<file path="src/rtl/mbist_pkg.sv">
// March C- element table, FSM/op encodings and compare-pipeline tag for the MBIST controller.
// Pure declarations: no latency, no backpressure.
// Table entries run op[0] then op[1]; OP_NONE in op[1] marks a single-op element.
package mbist_pkg;

  typedef enum logic [2:0] {IDLE, LOAD, OP, DRAIN, DONE} state_t;
  typedef enum logic [2:0] {OP_NONE, OP_R0, OP_R1, OP_W0, OP_W1} op_t;
  typedef enum logic [1:0] {DIR_UP, DIR_DOWN, DIR_ANY} dir_t;

  typedef struct packed {
    dir_t          dir;
    op_t [1:0]     op;
  } march_elem_t;

  typedef struct packed {
    logic          en;
    logic [2:0]    idx;
  } cmp_tag_t;

  localparam int MAX_ELEM = 6;

  function automatic march_elem_t mk_elem(dir_t d, op_t first, op_t second);
    march_elem_t e;
    e.dir   = d;
    e.op[0] = first;
    e.op[1] = second;
    return e;
  endfunction

  localparam march_elem_t MARCH_C_MINUS [MAX_ELEM] = '{
    mk_elem(DIR_ANY,  OP_W0, OP_NONE),
    mk_elem(DIR_UP,   OP_R0, OP_W1),
    mk_elem(DIR_UP,   OP_R1, OP_W0),
    mk_elem(DIR_DOWN, OP_R0, OP_W1),
    mk_elem(DIR_DOWN, OP_R1, OP_W0),
    mk_elem(DIR_ANY,  OP_R0, OP_NONE)
  };

  function automatic logic op_is_read(op_t o);
    return (o == OP_R0) || (o == OP_R1);
  endfunction

  function automatic logic op_is_write(op_t o);
    return (o == OP_W0) || (o == OP_W1);
  endfunction

  function automatic logic op_bit(op_t o);
    return (o == OP_R1) || (o == OP_W1);
  endfunction

endpackage

</file>
<file path="src/rtl/mbist_cmp_pipe.sv">
// Delays {cmp_en, elem_idx} to line up with the comparator result of a read.
// Latency RD_LAT cycles; no backpressure, flush clears every stage.
module mbist_cmp_pipe
  import mbist_pkg::*;
#(
  parameter int RD_LAT = 1
) (
  input  logic       clk,
  input  logic       rst,
  input  logic       flush,
  input  logic       cmp_en,
  input  logic [2:0] elem_idx,
  output logic       dly_cmp_en,
  output logic [2:0] dly_elem_idx
);

  cmp_tag_t stage [RD_LAT];

  always_ff @(posedge clk) begin
    if (rst || flush) begin
      for (int i = 0; i < RD_LAT; i++) begin
        stage[i] <= '0;
      end
    end else begin
      for (int i = RD_LAT - 1; i > 0; i--) begin
        stage[i] <= stage[i-1];
      end
      stage[0] <= '{en: cmp_en, idx: elem_idx};
    end
  end

  assign dly_cmp_en   = stage[RD_LAT-1].en;
  assign dly_elem_idx = stage[RD_LAT-1].idx;

endmodule

</file>
<file path="src/rtl/mbist_march_controller.sv">
// March C- MBIST sequencer: drives counter/memory strobes and collects a sticky fail through an RD_LAT pipe.
// One memory op per cycle in OP; no backpressure, start is only honoured in IDLE/DONE.
// Optional MBIST_FAIL_STOP_EN: first recorded mismatch ends the run in DONE on the following edge.
module mbist_march_controller
  import mbist_pkg::*;
#(
  parameter int DATA_W   = 8,
  parameter int NUM_ELEM = 6,
  parameter int RD_LAT   = 1
) (
  input  logic              clk,
  input  logic              rst,
  input  logic              start,
  input  logic              cout,
  input  logic              cmp_fail,
  output logic              ld,
  output logic              NbarT,
  output logic              cnt_en,
  output logic              addr_up,
  output logic              mem_we,
  output logic              mem_re,
  output logic [DATA_W-1:0] pat,
  output logic              cmp_en,
  output logic [2:0]        elem_idx,
  output logic              busy,
  output logic              done,
  output logic              fail,
  output logic [2:0]        fail_elem
);

  localparam logic [2:0] LAST_ELEM = 3'(NUM_ELEM - 1);
  localparam logic [1:0] LAST_DRAIN = 2'(RD_LAT - 1);

  state_t      state, state_nxt;
  logic [2:0]  elem_q, elem_nxt;
  logic        op_idx_q, op_idx_nxt;
  logic [1:0]  drain_q, drain_nxt;
  logic        fail_q;
  logic [2:0]  fail_elem_q;
  logic        clr_res;
  logic        run_st;
  logic        stop;
  logic        hit;
  logic        dly_cmp_en;
  logic [2:0]  dly_elem_idx;
  march_elem_t cur;
  op_t         cur_op;
  logic        last_slot;

  assign cur       = MARCH_C_MINUS[elem_q];
  assign cur_op    = cur.op[op_idx_q];
  assign last_slot = op_idx_q || (cur.op[1] == OP_NONE);
  assign run_st    = (state == LOAD) || (state == OP) || (state == DRAIN);
  assign hit       = run_st && dly_cmp_en && cmp_fail;

`ifdef MBIST_FAIL_STOP_EN
  assign stop = run_st && fail_q;
`else
  assign stop = 1'b0;
`endif

  mbist_cmp_pipe #(.RD_LAT(RD_LAT)) u_cmp_pipe (
    .clk          (clk),
    .rst          (rst),
    .flush        (stop),
    .cmp_en       (cmp_en),
    .elem_idx     (elem_q),
    .dly_cmp_en   (dly_cmp_en),
    .dly_elem_idx (dly_elem_idx)
  );

  always_ff @(posedge clk) begin
    if (rst) begin
      state    <= IDLE;
      elem_q   <= '0;
      op_idx_q <= 1'b0;
      drain_q  <= '0;
    end else begin
      state    <= state_nxt;
      elem_q   <= elem_nxt;
      op_idx_q <= op_idx_nxt;
      drain_q  <= drain_nxt;
    end
  end

  // fail_elem only latches the first mismatch of a run
  always_ff @(posedge clk) begin
    if (rst || clr_res) begin
      fail_q      <= 1'b0;
      fail_elem_q <= '0;
    end else if (hit) begin
      fail_q <= 1'b1;
      if (!fail_q) begin
        fail_elem_q <= dly_elem_idx;
      end
    end
  end

  always_comb begin
    state_nxt  = state;
    elem_nxt   = elem_q;
    op_idx_nxt = op_idx_q;
    drain_nxt  = drain_q;
    clr_res    = 1'b0;
    ld         = 1'b0;
    NbarT      = 1'b0;
    cnt_en     = 1'b0;
    mem_we     = 1'b0;
    mem_re     = 1'b0;
    cmp_en     = 1'b0;
    pat        = '0;
    busy       = 1'b0;
    done       = 1'b0;
    addr_up    = (cur.dir != DIR_DOWN);

    unique case (state)
      IDLE: begin
        ld = 1'b1;
        if (start) begin
          state_nxt = LOAD;
          elem_nxt  = '0;
          clr_res   = 1'b1;
        end
      end
      LOAD: begin
        ld         = 1'b1;
        NbarT      = 1'b1;
        busy       = 1'b1;
        op_idx_nxt = 1'b0;
        state_nxt  = OP;
      end
      OP: begin
        NbarT  = 1'b1;
        busy   = 1'b1;
        mem_re = op_is_read(cur_op);
        cmp_en = op_is_read(cur_op);
        mem_we = op_is_write(cur_op);
        pat    = {DATA_W{op_bit(cur_op)}};
        if (last_slot) begin
          cnt_en     = 1'b1;
          op_idx_nxt = 1'b0;
          // cout only ends an element when the counter is actually stepping
          if (cout) begin
            if (elem_q == LAST_ELEM) begin
              state_nxt = DRAIN;
              drain_nxt = '0;
            end else begin
              elem_nxt  = elem_q + 3'd1;
              state_nxt = LOAD;
            end
          end
        end else begin
          op_idx_nxt = 1'b1;
        end
      end
      DRAIN: begin
        NbarT = 1'b1;
        busy  = 1'b1;
        if (drain_q == LAST_DRAIN) begin
          state_nxt = DONE;
        end else begin
          drain_nxt = drain_q + 2'd1;
        end
      end
      DONE: begin
        ld   = 1'b1;
        done = 1'b1;
        if (start) begin
          state_nxt = LOAD;
          elem_nxt  = '0;
          clr_res   = 1'b1;
        end
      end
      default: state_nxt = IDLE;
    endcase

    if (stop) begin
      state_nxt = DONE;
    end
  end

  assign elem_idx  = elem_q;
  assign fail      = fail_q;
  assign fail_elem = fail_elem_q;

endmodule

</file>
<file path="config.mk">
export PLATFORM = sky130hd
export DESIGN_NAME = mbist_march_controller
export DESIGN_NICKNAME = d
export VERILOG_FILES = /design/src/rtl/mbist_pkg.sv /design/src/rtl/mbist_cmp_pipe.sv /design/src/rtl/mbist_march_controller.sv
export SDC_FILE = /design/constraint.sdc
export NUM_CORES = 1
export LEC_CHECK = 0
export BUFFER_PORTS_ARGS = -buffer_cell sky130_fd_sc_hd__buf_4
export CAP_MARGIN = 20
export CORE_MARGIN = 2
export CORE_UTILIZATION = 45
export DETAILED_ROUTE_END_ITERATION = 8
export PLACE_DENSITY_LB_ADDON = 0.08
export SYNTH_ARGS = -nofsm -noshare
export SYNTH_HDL_FRONTEND = slang
export SYNTH_SLANG_ARGS = --single-unit
</file>
<file path="constraint.sdc">
create_clock -name clk -period 4.15 [get_ports clk]
set_input_delay 0.2075 -clock clk [delete_from_list [all_inputs] [get_ports clk]]
set_output_delay 0.2075 -clock clk [all_outputs]
set_load 0.01 [all_outputs]
</file>
==> results of run 1 <==
==> layout by cell type (no fill, tap or decap), drive strengths merged, types with 2 or more instances in the layout <==
| cell | instances |
|---|---|
| a211oi | 2 |
| dfxtp | 17 |
| o21ai | 4 |
| nor3b | 4 |
| ha | 6 |
| and2 | 2 |
| nor2b | 2 |
| nand2 | 8 |
| buf | 28 |
| nor2 | 17 |
| mux2 | 2 |
| inv | 4 |
| mux2i | 5 |
| clkbuf | 4 |
| nor3 | 4 |
| a31oi | 3 |
| a21oi | 10 |
| a21o | 2 |
==> routing by layer <==
metal	wire length (um)	vias up	part of all wire (%)	global-route usage (%)
li1	-	460	-	-
met2	879	27	42	21.7
met3	138	5	6.6	3.95
met1	1020	389	49	24.3
met5	0	-	0	0
met4	42	0	2.0	8.97
==> area by class of cell <==
cell class / instances / share of cell area [%]
clock buffer: 4 / 2.10
inverter: 4 / 1.20
multi-input combinational: 87 / 49.9
sequential: 17 / 27.2
tap: 28 / 2.80
timing repair buffer: 28 / 16.8
==> power groups by stage <==
stage	clock network, uW	registers [uW]	logic [uW]
finish	86.6	171	36.8
global route	98.1	172	40.7
CTS	91.1	171	36.9
detailed placement	0	174	36.8
global placement	0	174	36.7
floorplan	0	171	28.5
==> worst max-delay path by stage <==
stage,from,endpoint,slack [ns],cells after the start
6_report,elem_idx[0],pat[1],1.91,5
5_1_grt,elem_idx[0],pat[7],1.73,5
3_3_place_gp,elem_idx[0],elem_idx[0],2.17,6
4_1_cts,elem_idx[0],pat[6],1.89,5
3_5_place_dp,elem_idx[0],elem_idx[1],2.11,6
2_1_floorplan,elem_idx[0],elem_idx[0],2.21,6
==> worst min-delay path: cells and delay by family <==
kind / cells / cell delay (ns)
compound gates: 1 / 0.07
buf+inv: 1 / 0.08
simple gates: 1 / 0.08
==> per-stage QoR <==
step,cells,hold slack (ns),total power (uW),instance area (um^2),worst slack (ns)
3_3_place_gp,164,0.453,211,1220,2.17
3_5_place_dp,164,0.452,211,1220,2.11
5_1_grt,168,0.183,310,1250,1.73
2_1_floorplan,123,0.291,199,1080,2.21
6_report,168,0.185,294,1250,1.91
4_1_cts,168,0.178,299,1250,1.89
==> registers in the layout (all words and copies together), names as in the netlist <==
name	cells
u_cmp_pipe.stage	4
elem_idx	3
fail_elem	3
state	3
drain_q	2
fail	1
op_idx_q	1
==> kinds of logic (layout without fill, tap and decap cells) <==
kind of cell	Yosys count	count (layout)	synth area share (%)
adders and majority gates	6	6	6.98
buffers and inverters	19	36	10.3
muxes	7	7	7.44
and+or+nand+nor	44	44	24.7
AOI/OAI and AO/OA	30	30	19.0
DFF	17	17	31.6
==> flow_metrics.py, run 1 <==
metrics = {
    "global_route": {
        "grt_usage_pct": 16.5,
        "grt_pass1_wl_mm": 3.35,
        "antenna_found_initial": 0,
        "first_global_vias": 723,
        "grt_max_degree": 18,
        "overflow": 0,
    },
    "clocking": {
        "cts.sinks": 17,
        "hold_buffers": 0,
        "clkTransAtPathRegs_ns": 0.09,
        "cts_setup_buffers": 0,
        "cts_max_path_buffers": 2,
        "h-tree-depth": 1,
        "clk_latency_ns": 0.28,
        "clockRootBuffer": "clkbuf_4",
        "cts_tree": "built",
        "cts_inserted_buffers": 3,
        "cts_resized": 0,
    },
    "power": {
        "pwr-share-seq_pct": 58.0,
        "swShare_pct": 25.4,
        "netSwitchingPower_uw": 74.6,
        "p_leak_uw": 0.000505,
        "power_frac_clock_pct": 29.5,
        "power_density_nw_per_um2": 235,
        "peakVddDrop_mv": 0.167,
        "intPower_uw": 219,
        "comb_power_share_pct": 12.5,
    },
    "synthesis": {
        "synth_largest_area_cell": "dfxtp_1",
        "yosysTopAreaCellShare_pct": 31.6,
        "yosys-top-cells-count": "dfxtp_1, nor2_1, a21oi_1, buf_4, nand2_1",
        "avgSynthCellArea_um2": 8.75,
        "syn-num-nets": 134,
        "ys_seq_area_share_pct": 31.6,
        "async_flop_share_pct": 0,
        "ys.flop_type": "dfxtp_1",
        "synth_cells": 123,
        "synth_area_leaders": "dfxtp_1, buf_4, ha_1",
        "synth.ff_latch_count": 17,
        "synth_cell_type_count": 40,
        "syn_area_um2": 1080,
        "synth-edff-count": 0,
        "synth_warnings": 0,
    },
    "die": {
        "dieArea_um2": 2800,
        "start_util_pct": 48.2,
        "row_count": 17,
        "fp.dieW_um": 52.9,
        "die_y_um": 52.9,
        "ios": 29,
        "core-area_um2": 2230,
    },
    "worst_hold_path": {
        "hold_class": "in -> reg",
        "worstHoldStart": "cmp_fail",
        "hold_path_depth": 3,
        "worstHoldEndpoint": "fail",
    },
    "cells_and_area": {
        "fill_cells": 206,
        "nNetsFinal": 152,
        "drive_gt1_share_pct": 28.6,
        "n_antenna_cell": 0,
        "utilization_pct": 56.0,
        "area_growth_syn_to_layout_pct": 16.3,
        "multi_input_comb_area_um2": 624,
        "final-seq-area_um2": 340,
    },
    "worst_setup_path": {
        "worstSetupPathType": "reg -> out",
        "timing.rr.end": "elem_idx[0]",
        "crit_family": "flip-flops",
        "worst_r2r_path_depth": 6,
        "rr_startpoint": "elem_idx[0]",
        "path_buf_inv": 2,
        "start_kind": "register",
        "cp.required_ns": 3.94,
        "worst-path-max-fanout": 10,
        "worstPathCellList": "inv_1, ha_1, o32ai_1, and2_1, buf_4",
        "crit_path_end_kind": "output port",
        "cp_data_arrival_time_ns": 2.03,
        "slowest_stage": "dfxtp_1",
        "max_stage_delay_ns": 0.53,
        "rrSetupSlack_ns": 2.08,
    },
    "timing": {
        "grt_setup_unrepaired": "false",
        "setup_violations": 0,
        "worstMarginPinSlew_ns": 0.563,
        "max_freq_mhz": 447,
        "min_period_ns": 2.24,
        "clock_skew_ns": 0.000943,
        "slew_headroom_pct": 62.4,
        "tns_ns": 0,
        "finalHoldViolations": 0,
        "finalCritPeriodShare_pct": 53.9,
        "drv_slew": 0,
    },
    "placement": {
        "dp_hpwl_mm": 1.53,
        "port_buffers": 28,
        "gp_congestion": 0.825,
    },
    "route": {
        "vias_per_cell": 5.24,
        "ant_nets": 0,
        "drt-total-wl_mm": 2.08,
        "vias": 881,
        "wl_per_cell_um": 12.4,
        "drtIter0Drc": 22,
        "drc_errors": 0,
        "dr.pass1.iters": 4,
    },
    "flow_run": {
        "cap_violations": 0,
    },
    "status": {
        "status": "complete, no violations",
    },
}
No activity file was read; power rests on OpenSTA's default activity.
==> inputs of run 2 (changes only) <==
clock period = 2.3 ns   (was 4.15 ns; I/O delays follow)
==> run 2 against run 1 <==
  * Flip-flop and latch count unchanged
  * Via count up 2.3%
  * Sequential power up 80%
==> flow_metrics.py, run 2 (synthesized netlist as in run 1, its figures left out) <==
metrics = {
    "status": {
        "status": "complete, no violations",
    },
    "die": {
        "ios": 29,
        "core-area_um2": 2230,
        "dieArea_um2": 2800,
        "start_util_pct": 48.2,
        "fp.dieW_um": 52.9,
        "row_count": 17,
        "die_y_um": 52.9,
    },
    "placement": {
        "detailedPlace.worstSlack_ns": 0.391,
        "dp_hpwl_mm": 1.61,
        "gp_congestion": 0.844,
        "port_buffers": 28,
    },
    "global_route": {
        "first_global_vias": 742,
        "overflow": 0,
        "grt_pass1_wl_mm": 3.46,
        "grt_usage_pct": 17.4,
        "antenna_found_initial": 0,
        "grt_max_degree": 18,
    },
    "cells_and_area": {
        "drive_gt1_share_pct": 31.0,
        "fill_cells": 232,
        "area_growth_syn_to_layout_pct": 17.9,
        "mostFrequentLayoutCells": "buf_4, nor2_1, dfxtp_1",
        "top_register": "u_cmp_pipe.stage",
        "largest_reg_flops": 4,
        "utilization_pct": 56.8,
        "final_common_cell": "buf_4",
        "n_antenna_cell": 0,
        "nNetsFinal": 154,
        "multi_input_comb_area_um2": 624,
        "final-seq-area_um2": 342,
    },
    "route": {
        "drc_errors": 0,
        "drtIter0Drc": 22,
        "wl_per_cell_um": 12.4,
        "drt-total-wl_mm": 2.11,
        "vias": 901,
        "dr.pass1.iters": 4,
        "ant_nets": 0,
        "vias_per_cell": 5.30,
    },
    "worst_setup_path": {
        "worst-path-max-fanout": 10,
        "cp.required_ns": 2.18,
        "rr_startpoint": "elem_idx[0]",
        "worst_r2r_path_depth": 6,
        "slowest_stage": "dfxtp_2",
        "rrSetupSlack_ns": 0.49,
        "max_stage_delay_ns": 0.45,
        "cp_data_arrival_time_ns": 1.95,
        "worstSetupPathType": "reg -> out",
        "crit_top_cell": "buf_4",
        "start_kind": "register",
        "worstPathCellList": "inv_1, buf_4, ha_1, o32ai_1, and2_1, buf_4",
        "crit_path_end_kind": "output port",
        "timing.rr.end": "elem_idx[0]",
    },
    "worst_hold_path": {
        "hold_path_depth": 2,
        "worstHoldStart": "rst",
        "hold_class": "in -> reg",
        "worstHoldEndpoint": "op_idx_q",
    },
    "clocking": {
        "cts_resized": 0,
        "cts_max_path_buffers": 2,
        "cts_setup_buffers": 0,
        "clk_latency_ns": 0.30,
        "cts_inserted_buffers": 3,
        "h-tree-depth": 1,
        "clkTransAtPathRegs_ns": 0.10,
        "clockRootBuffer": "clkbuf_4",
        "hold_buffers": 0,
        "cts.sinks": 17,
        "cts_tree": "built",
    },
    "timing": {
        "drv_slew": 0,
        "tns_ns": 0,
        "slew_headroom_pct": 63.6,
        "worstMarginPinSlew_ns": 0.546,
        "finalCritPeriodShare_pct": 89.8,
        "setup_ws_ns": 0.234,
        "min_period_ns": 2.07,
        "clock_skew_ns": 0.0107,
        "setup_violations": 0,
        "grt_setup_unrepaired": "false",
        "finalHoldViolations": 0,
        "max_freq_mhz": 484,
    },
    "power": {
        "peakVddDrop_mv": 0.306,
        "p_leak_uw": 0.000518,
        "power_density_nw_per_um2": 421,
    },
    "flow_run": {
        "cap_violations": 0,
    },
}
## run 2: worst max-delay path: cells and delay by family, from the launching register on
family,cells,cell delay [ns]
flops,1,0.45
fa+ha+maj,1,0.24
compound gates,1,0.26
simple gates,1,0.29
buf+inv,3,0.43
## run 2: through the flow
step	power, uW	hold WS [ns]	instances	instance area, um^2
final	534	0.0864	170	1270
after global routing	566	0.0876	170	1270
after CTS	545	0.0801	170	1270
after detailed placement	382	0.391	166	1240
after global placement	382	0.384	166	1240
after floorplan	359	0.198	123	1080
## run 2: where the power goes
group / internal (uW) / switching [uW]
logic: 32.4 / 35.0
registers: 298 / 10.3
clock network: 64.8 / 94.0
total: 395 / 139
## run 2: cell type report
type | instances | area share, %
clock buffer | 3 | 1.78
clock inverter | 1 | 0.394
inverter | 4 | 1.18
multi-input combinational | 87 | 49.2
sequential | 17 | 26.9
tap | 28 | 2.76
timing repair buffer | 30 | 17.8
## run 2: worst max-delay path by stage
stage	from	to	slack, ns	cells past startpoint
6_report	elem_idx[0]	pat[2]	0.23	6
5_1_grt	elem_idx[0]	pat[3]	0.08	6
4_1_cts	elem_idx[0]	pat[2]	0.09	6
3_5_place_dp	elem_idx[0]	elem_idx[1]	0.39	6
3_3_place_gp	elem_idx[0]	elem_idx[0]	0.46	6
2_1_floorplan	elem_idx[0]	elem_idx[0]	0.36	6
## run 2: routing by layer
layer | track usage, % | share of wire (%) | vias to the layer above
li1 | - | - | 467
met1 | 23.6 | 49 | 405
met2 | 25.6 | 44 | 24
met3 | 5.37 | 5.5 | 5
met4 | 6.41 | 1.5 | 0
met5 | 0 | 0 | -
==> inputs of run 3 (changes only) <==
MAX_ROUTING_LAYER = met4   (was not set)
SETUP_SLACK_MARGIN = 0.4   (was not set)
==> run 3 against run 2 <==
  * Maximum frequency increased by 15%
  * Critical endpoint is now pat[3]
  * First-iteration DRC count decreased by 32%
  * Largest power group unchanged
  * Die area unchanged
  * Critical path type unchanged
  * Global-route usage increased by 1.2 points
==> flow_metrics.py, run 3 (synthesized netlist as in run 1, its figures left out) <==
metrics = {
    "power": {
        "power_frac_clock_pct": 29.1,
        "totalPowerFinal_uw": 538,
        "p_leak_uw": 0.000539,
        "power_density_nw_per_um2": 408,
        "comb_power_share_pct": 13.8,
        "netSwitchingPower_uw": 140,
        "swShare_pct": 26.1,
        "pwr-share-seq_pct": 57.1,
        "intPower_uw": 397,
        "peakVddDrop_mv": 0.347,
    },
    "die": {
        "ios": 29,
        "fp.dieW_um": 52.9,
        "row_count": 17,
        "dieArea_um2": 2800,
        "core-area_um2": 2230,
        "die_y_um": 52.9,
        "start_util_pct": 48.2,
    },
    "route": {
        "vias": 932,
        "dr.pass1.iters": 4,
        "drtIter0Drc": 15,
        "vias_per_cell": 5.36,
        "wl_per_cell_um": 13.1,
        "drc_errors": 0,
        "drt-total-wl_mm": 2.29,
        "ant_nets": 0,
    },
    "cells_and_area": {
        "area_growth_syn_to_layout_pct": 22.4,
        "top_register": "u_cmp_pipe.stage",
        "largest_reg_flops": 4,
        "utilization_pct": 59.0,
        "drive_gt1_share_pct": 37.7,
        "nNetsFinal": 158,
        "mostFrequentLayoutCells": "buf_4, nor2_1, dfxtp_1",
        "n_antenna_cell": 0,
        "final_common_cell": "buf_4",
    },
    "clocking": {
        "cts.sinks": 17,
        "clockRootBuffer": "clkbuf_4",
        "clk_latency_ns": 0.29,
        "hold_buffers": 0,
        "cts_tree": "built",
        "cts_inserted_buffers": 3,
        "clkTransAtPathRegs_ns": 0.10,
        "h-tree-depth": 1,
        "cts_max_path_buffers": 2,
    },
    "global_route": {
        "grt_pass1_wl_mm": 3.72,
        "overflow": 0,
        "grt_max_degree": 18,
        "grt_usage_pct": 18.6,
        "first_global_vias": 790,
        "antenna_found_initial": 0,
    },
    "timing": {
        "setup_ws_ns": 0.511,
        "worstMarginPinSlew_ns": 0.540,
        "clock_skew_ns": 0.00735,
        "grt_setup_unrepaired": "false",
        "setup_violations": 0,
        "slew_headroom_pct": 64.0,
        "drv_slew": 0,
        "tns_ns": 0,
        "max_freq_mhz": 559,
        "finalCritPeriodShare_pct": 77.8,
        "min_period_ns": 1.79,
        "finalHoldViolations": 0,
    },
    "worst_setup_path": {
        "start_kind": "register",
        "worstSetupPathType": "reg -> out",
        "cp.required_ns": 2.18,
        "worst-path-max-fanout": 8,
        "cp_data_arrival_time_ns": 1.67,
        "crit_path_end_kind": "output port",
        "rrSetupSlack_ns": 0.57,
    },
    "placement": {
        "detailedPlace.worstSlack_ns": 0.376,
        "port_buffers": 28,
        "gp_congestion": 0.810,
        "dp_hpwl_mm": 1.59,
    },
    "worst_hold_path": {
        "hold_class": "in -> reg",
    },
    "status": {
        "status": "complete, no violations",
    },
    "flow_run": {
        "cap_violations": 0,
    },
}
## run 3: worst paths after layout
check,from,cells past startpoint,endpoint
worst max-delay path,elem_idx[0],5,pat[3]
worst min-delay path,cmp_fail,3,fail
worst max register to register,elem_idx[0],6,elem_idx[1]
worst min register to register,u_cmp_pipe.stage[0][1],2,fail_elem[1]
## run 3: metal layers
| metal | GRT usage [%] | share of wire (%) |
|---|---|---|
| met2 | 27.9 | 45 |
| met1 | 25.1 | 48 |
| met5 | - | 0 |
| met3 | 4.24 | 6.3 |
| met4 | 5.13 | 0.87 |
## run 3: power groups by stage
stage	Sequential, uW	Combinational (uW)	Clock (uW)
after floorplan	308	51.4	0
after global placement	315	67.8	0
after detailed placement	315	68.3	0
after CTS	307	70.7	163
after global routing	309	81.8	171
final	307	74.2	157
## run 3: what timing repair did
| item | CTS | global route |
|---|---|---|
| gates resized for setup | 7 | 2 |
| pin swaps | 0 | 0 |
| setup buffers | 2 | 3 |
| endpoints found under the setup margin | 12 | 13 |
| hold endpoints to repair | 0 | 0 |
## run 3: layout make-up
type / instances / area, um^2
timing repair buffer: 34 / 255
clock buffer: 3 / 22.5
inverter: 4 / 18.8
tap: 28 / 35.0
clock inverter: 1 / 5.00
fill: 212 / 916
sequential: 17 / 348
multi-input combinational: 87 / 633
## run 3: worst max-delay path: stages, from the launching register on
cell,delay [ns]
dfxtp_4,0.38
clkinvlp_4,0.12
ha_1,0.26
o32ai_1,0.27
and2_4,0.22
buf_4,0.13
## run 3: per-stage QoR
| stage | hold slack (ns) | std cells | instance area (um^2) |
|---|---|---|---|
| final | 0.0980 | 174 | 1320 |
| after global routing | 0.100 | 174 | 1320 |
| after CTS | 0.0906 | 171 | 1290 |
| after detailed placement | 0.393 | 165 | 1230 |
| after global placement | 0.393 | 165 | 1230 |
| after floorplan | 0.198 | 123 | 1080 |
